[src/rtl/veerwolf_sw_debounce_bit.sv]
// veerwolf_debounce_bit: one switch bit, synchronizer plus tick-qualified stable counter
module veerwolf_debounce_bit #(
  parameter int   STABLE_TICKS = 20,
  parameter logic RESET_VAL    = 1'b0
) (
  input  logic clk,
  input  logic rstn,
  input  logic tick_i,
  input  logic sw_i,
  output logic sw_o,
  output logic change_o
);
  localparam int CW = $clog2(STABLE_TICKS + 1);
  localparam logic [CW-1:0] LAST = CW'(STABLE_TICKS - 1);
  logic          s1_q, s2_q, sw_q, sw_d, chg_q, chg_d, diff, accept;
  logic [CW-1:0] cnt_q, cnt_d;
  // any cycle where the level matches the output restarts qualification
  always_comb begin
    diff   = s2_q != sw_q;
    accept = diff && tick_i && cnt_q == LAST;
    cnt_d  = (!diff || accept) ? '0 : cnt_q + CW'(tick_i);
    sw_d   = accept ? s2_q : sw_q;
    chg_d  = accept;
  end
  // synchronizer, counter and output flops
  always_ff @(posedge clk or negedge rstn) begin
    if (!rstn) begin
      s1_q  <= RESET_VAL;
      s2_q  <= RESET_VAL;
      sw_q  <= RESET_VAL;
      chg_q <= 1'b0;
      cnt_q <= '0;
    end else begin
      s1_q  <= sw_i;
      s2_q  <= s1_q;
      sw_q  <= sw_d;
      chg_q <= chg_d;
      cnt_q <= cnt_d;
    end
  end
  assign sw_o     = sw_q;
  assign change_o = chg_q;
endmodule

[src/rtl/veerwolf_sw_debounce.sv]
// veerwolf_sw_debounce: debounces WIDTH board switches and raises a sticky change interrupt
module veerwolf_sw_debounce #(
  parameter int               WIDTH        = 16,
  parameter int               TICK_DIV     = 50000,
  parameter int               STABLE_TICKS = 20,
  parameter logic [WIDTH-1:0] RESET_VAL    = '0
) (
  input  logic             clk,
  input  logic             rstn,
  input  logic [WIDTH-1:0] i_sw,
  output logic [WIDTH-1:0] o_sw,
  output logic [WIDTH-1:0] o_change,
  output logic             o_irq,
  input  logic             i_irq_ack
);
  localparam int PW = TICK_DIV > 1 ? $clog2(TICK_DIV) : 1;
  logic [PW-1:0] pre_q, pre_d;
  logic          tick, irq_q, irq_d;
  // shared prescaler; a new change event takes priority over an acknowledge
  always_comb begin
    tick  = pre_q == PW'(TICK_DIV - 1);
    pre_d = tick ? '0 : pre_q + PW'(1);
    irq_d = |o_change ? 1'b1 : (i_irq_ack ? 1'b0 : irq_q);
  end
  // prescaler and interrupt flops
  always_ff @(posedge clk or negedge rstn) begin
    if (!rstn) begin
      pre_q <= '0;
      irq_q <= 1'b0;
    end else begin
      pre_q <= pre_d;
      irq_q <= irq_d;
    end
  end
  assign o_irq = irq_q;
  for (genvar g = 0; g < WIDTH; g++) begin : g_bit
    veerwolf_debounce_bit #(
      .STABLE_TICKS(STABLE_TICKS),
      .RESET_VAL   (RESET_VAL[g])
    ) u_bit (
      .clk     (clk),
      .rstn    (rstn),
      .tick_i  (tick),
      .sw_i    (i_sw[g]),
      .sw_o    (o_sw[g]),
      .change_o(o_change[g])
    );
  end
endmodule

[config.mk]
export PLATFORM = sky130hd
export DESIGN_NAME = veerwolf_sw_debounce
export DESIGN_NICKNAME = d
export VERILOG_FILES = /design/src/rtl/veerwolf_sw_debounce_bit.sv /design/src/rtl/veerwolf_sw_debounce.sv
export SDC_FILE = /design/constraint.sdc
export NUM_CORES = 1
export LEC_CHECK = 0
export ABC_AREA = 1
export CELL_PAD_IN_SITES_DETAIL_PLACEMENT = 1
export CELL_PAD_IN_SITES_GLOBAL_PLACEMENT = 2
export CORE_UTILIZATION = 40
export DETAILED_ROUTE_END_ITERATION = 12
export PLACE_DENSITY = 0.94
export SYNTH_ARGS = -nofsm -noshare
export SYNTH_HDL_FRONTEND = slang
export SYNTH_SLANG_ARGS = --single-unit
[constraint.sdc]
create_clock -name clk -period 4.1 [get_ports clk]
set_clock_uncertainty 0.05 [all_clocks]
set_input_delay 0.615 -clock clk [delete_from_list [all_inputs] [get_ports clk]]
set_output_delay 0.615 -clock clk [all_outputs]
set_load 0.01 [all_outputs]
# After elaboration in Yosys (flattened, before gate mapping)

Index checks and enable logic that the tools add are counted.

Register bits: 161
Input port bits: 19
Output and inout bits: 33
Word-level logic and storage cells: 217

Reduce and logical (&&, ||, !) cells: 66
Multiplexer cells: 19
Add/subtract/negate cells: 17
Equality and inequality tests: 33

Operators by type and width:

| operator                                      | number |
|---|---|
| adder 5 x 1 -> 5 bit                          | 16 |
| equality test 5 bit, second input constant    | 16 |
| 2-to-1 mux 5 bit                              | 16 |
| logical AND 1 bit                             | 32 |
| adder 16 x 1 -> 16 bit, second input constant | 1 |
| equality test 16 bit, second input constant   | 1 |
| logical NOT 1 bit                             | 16 |
| logical OR 1 bit                              | 16 |
| 2-to-1 mux 16 bit                             | 1 |
| inequality test 1 bit                         | 16 |
| OR reduction 16 bit                           | 1 |
| 2-to-1 mux 1 bit                              | 2 |
| nonzero test 2 bit                            | 1 |

# Depth between registers and ports, before layout

Word-level depth: 5
Depth in mapped cells: 12
Depth with buffers taken out: 10

# By module

Synthesis repeated with hierarchy kept, for this count alone.

Cells, all modules: 790
Area total of the unflattened synthesis: 7262.0 um2

By module, submodules not included:

| module                | area an instance (um2) | instances | cells an instance | seq. area each (um2) |
|---|---|---|---|---|
| veerwolf_debounce_bit | 394.1                  | 16        | 41                | 225.2 |
| veerwolf_sw_debounce  | 955.9                  | 1         | 134               | 425.4 |

# Worst setup path after synthesis

Ideal clock, no wire load.

Path type: reg-to-reg
From: register pre_q[0]
To: register g_bit[10].u_bit.cnt_q[4]
Stages on the path, launching flop included: 12
Clock period less this slack: 1.997 ns
Buffers on the path: 1
Setup slack: 2.103 ns
Data required time: 3.930 ns
Arrival time: 1.827 ns
Setup time: 0.120 ns
Cell sequence: dfrtp_1 -> ha_1 -> nand2_2 -> nor2_2 -> nand3_1 -> nor2_2 -> buf_4 -> ha_1 -> ha_1 -> nand3_1 -> xor2_1 -> nor2_1

Longest elaborated chain between the ends: 5
Elaborated cells on any way between the ends: 6
Classes of those cells: 1 x add/sub; 1 x eq/ne; 1 x mux; 3 x reduce/logical

Ends and longest elaborated chain:

| element                                                                      | line                           | text |
|---|---|---|
| from (decl)                                                                  | veerwolf_sw_debounce.sv:17     | `logic [PW-1:0] pre_q, pre_d;` |
| from (signal assigned)                                                       | veerwolf_sw_debounce.sv:31     | `pre_q <= pre_d;` |
| equality test 16 bit (*)                                                     | veerwolf_sw_debounce.sv:21     | `tick = pre_q == PW'(TICK_DIV - 1);` |
| parallel branches: the longest is 3 deep, another holds adder 5 x 1 -> 5 bit | -                              |  |
| 2-to-1 mux 5 bit (*)                                                         | veerwolf_sw_debounce_bit.sv:21 | `cnt_d = (!diff \|\| accept) ? '0 : cnt_q + CW'(tick_i);` |
| named net g_bit[10].u_bit.cnt_d[4]                                           | veerwolf_sw_debounce_bit.sv:16 | `logic [CW-1:0] cnt_q, cnt_d;` |
| to (signal assigned)                                                         | veerwolf_sw_debounce_bit.sv:38 | `cnt_q <= cnt_d;` |
| to (decl)                                                                    | veerwolf_sw_debounce_bit.sv:16 |  |

Mark *: on every way through the listed nets, which the timed path passes.
A chain may end at the register's enable or synchronous reset.

# Worst setup path in the final report

From: register pre_q[0]
To: register g_bit[0].u_bit.cnt_q[4]

Longest elaborated chain between the ends: 5
Elaborated cells on any way between the ends: 6
Classes of those cells: 1 x add/sub; 1 x eq/ne; 1 x mux; 3 x reduce/logical

Ends and longest elaborated chain:

| element                                                                      | line |
|---|---|
| equality test 16 bit (*)                                                     | veerwolf_sw_debounce.sv:21 |
| parallel branches: the longest is 3 deep, another holds adder 5 x 1 -> 5 bit | - |
| 2-to-1 mux 5 bit (*)                                                         | veerwolf_sw_debounce_bit.sv:21 |
| named net g_bit[0].u_bit.cnt_d[4]                                            | veerwolf_sw_debounce_bit.sv:16 |
| to (signal assigned)                                                         | veerwolf_sw_debounce_bit.sv:38 |
| to (decl)                                                                    | veerwolf_sw_debounce_bit.sv:16 |

Marked as above.

==> run metrics <==
status=complete, no violations; share of post-route cells with drive strength above 1=8.04%; routing usage on met1=between 20% and 30%; CP Max Fanout=20; count leader, synth=dfrtp_1; busiest grt layer=met2; cts hold-fix bufs=0; EDFF count, synth=0; fin crit share=62.9%; Critical path buffers and inverters=1; cells along the critical path=ha_1 -> nand2_2 -> nor2_2 -> nand3_1 -> nor2_4 -> buf_12 -> ha_1 -> ha_1 -> nand3_1 -> xor2_1 -> nor2_1; Crit path max-delay family=simple AND/OR/NAND/NOR gates; clock sink count=161; Synth Flop Type=dfrtp_1; RR Endpoint=g_bit[0].u_bit.cnt_q[4]$_DFF_PN0_; Slew @ Worst Pin=1040 ps; via/cell ratio=4.67; GPL Wtd Cong=0.738; R2R Setup Slk=1520 ps; Setup crit start kind=flop; grt total ovfl=0; initial antenna violation count=0; Synth area leaders=dfrtp_1 53%, nor2_1 6.9%, nand2_1 6.7%; Most Frequent Cell on Critical Path=ha_1; FF-to-FF path depth=11; Largest stage delay, worst path=490 ps; sequential share of the synthesized area=53.3%; Clock Latency Late Sink=420 ps; Inserted Clock Buffers=17; routed vias=5136; RSZ-0062 raised after global routing=false; post-layout power=0.00347 W; multi-input logic area=0.00273 mm²; number of fill cells=~2.1k; number of global-route vias before repair=around 5.6k; final hold violation count=0; Antenna Nets Post-Route=0; dominant cell type by area after synthesis=dfrtp_1; Site Rows=just under 50; GRT Util Overall=17.7%; largest net degree at the start of global routing=111; worst path required time=4360 ps; Clock Tree Root=clkbuf_16; clk buf depth=2; max-slew violations=0; Rel. slew slack=30.7%; LEAKAGE=4.54 nW; residual DRC count=0; Final HPWL DP=approximately 10000 µm; Max Freq=388 MHz; WL final=15600 µm; syn avg cell area=approximately 9 µm²; number of synthesized register bits=161; CTS tree=built; Synth top area share=53.3%; Yosys warnings=0; register area=approximately 0.0040 mm²; Crit Path Category=reg2reg; core area=between 0.015 and 0.02 mm²; full die area=0.0195 mm²; cell area after layout=between 0.008 and 0.009 mm²; I/O pins=52; Syn Nets=874; final core occ=48.0%; maximum VDD drop=0.267 mV; GR Util met2=31.0%; Hold Crit Class=in2async; crit path time final=2580 ps; Pwr Density=around 400 mW/mm²; Post-synth ARST share=100%; area growth from synthesis to layout=16.0%; first-pass GRT wire length=27200 µm; postcts setup bufs=0; DIE WIDTH=around 140 µm; post-CTS sizing=0; CP max-delay cell=nor2_4; WP data arrival=between 2000 and 3000 ps; setup TNS=0 ps; top cells by count, synth=161 x dfrtp_1, 140 x nor2_1, 136 x nand2_1, 131 x inv_1, 83 x nand3_1; 1st-iter DRT viols=~140; Syn Std Cell Area=approximately 0.0076 mm²; cells after synthesis=between 800 and 900; M3 GR Usage=3.58%; ant diodes=0; Die H=140 µm; DRT Pass-1 Iters=4; CTS HTree Levels=4; area post-placement=0.00811 mm²; Initial Util=around two fifths; Clock Pin Slew Worst Setup and Hold Paths=70 ps; post-DR wirelength/cell=14.1 µm; IO Port Bufs=51; Netlist cell types=24; RR Startpoint=pre_q[0]$_DFF_PN0_; # setup viols final=0; Nets=910; Max Cap Viol=0; critical path endpoint category=flop
==> cell type report <==
| class | count | area share, % |
|---|---|---|
| Clock inverter | 13 | 2.34 |
| Sequential cell | 161 | 45.9 |
| Clock buffer | 19 | 5.16 |
| Inverter | 136 | 5.82 |
| Timing Repair Buffer | 54 | 6.38 |
| Tap cell | 229 | 3.27 |
| Multi-Input combinational cell | 488 | 31.1 |
==> cell usage in the layout, fill, tap and decap left out, drive strengths merged <==
cell	n
inv	138
a21oi	3
buf	4
nand2	149
clkbuf	19
clkdlybuf4s50	50
clkinv	6
nand3	92
xnor2	17
xor2	37
a31oi	1
ha	33
dfrtp	161
bufinv	5
o21bai	2
nand4	4
nor2	148
nor4	2
==> cell families after synthesis <==
logic type	after synthesis	synth area share, %
compound gates	6	0.480
xor+xnor	54	6.25
fa+ha+maj	33	5.46
buf+inv	173	10.7
flops	161	53.3
simple gates	395	23.8
==> registers in the layout (all words and copies together) (netlist names) <==
register              count
g_bit.u_bit.change_o     16
g_bit.u_bit.cnt_q        80
g_bit.u_bit.s1_q         16
g_bit.u_bit.s2_q         16
g_bit.u_bit.sw_o         16
o_irq                     1
pre_q                    16
==> routing by layer <==
metal	up-vias	wire [µm]
li1	2551	-
met1	2529	7130
met2	47	7960
met3	9	323
met4	0	152
met5	-	0
==> stage by stage <==
stage               worst slack [ps]  std cells  hold WS (ps)
CTS                             1480       1100           301
global route                    1300       1100           303
global placement                1690       1068           281
detailed placement              1540       1068           286
finish                          1520       1100           245
floorplan                       2100        822           269
==> worst register-to-register path: stages, from the launching register on <==
cell and delay [ps]:
dfrtp_1 370, ha_1 190, nand2_2 90, nor2_2 120, nand3_1 120, nor2_4 490, buf_12 250, ha_1 220
ha_1 210, nand3_1 120, xor2_1 170, nor2_1 70
==> where the power goes <==
group	leakage (nW)	internal [W]	switching, W
clock network	0.328	0.00112	0.000659
registers	2.16	0.00160	0.00000939
logic	2.05	0.0000264	0.0000560
total	4.54	0.00275	0.000724
==> worst max path at each step <==
stage / slack, ps / endpoint / start / cells after the start
global route: 1300 / g_bit[0].u_bit.cnt_q[4]$_DFF_PN0_ / pre_q[0]$_DFF_PN0_ / 11
floorplan: 2100 / g_bit[10].u_bit.cnt_q[4]$_DFF_PN0_ / pre_q[0]$_DFF_PN0_ / 11
detailed placement: 1540 / g_bit[15].u_bit.cnt_q[4]$_DFF_PN0_ / pre_q[0]$_DFF_PN0_ / 11
finish: 1520 / g_bit[0].u_bit.cnt_q[4]$_DFF_PN0_ / pre_q[0]$_DFF_PN0_ / 11
CTS: 1480 / g_bit[0].u_bit.cnt_q[4]$_DFF_PN0_ / pre_q[0]$_DFF_PN0_ / 11
global placement: 1690 / g_bit[2].u_bit.cnt_q[4]$_DFF_PN0_ / pre_q[0]$_DFF_PN0_ / 11
Note: power is estimated with default switching activity, not from simulation.
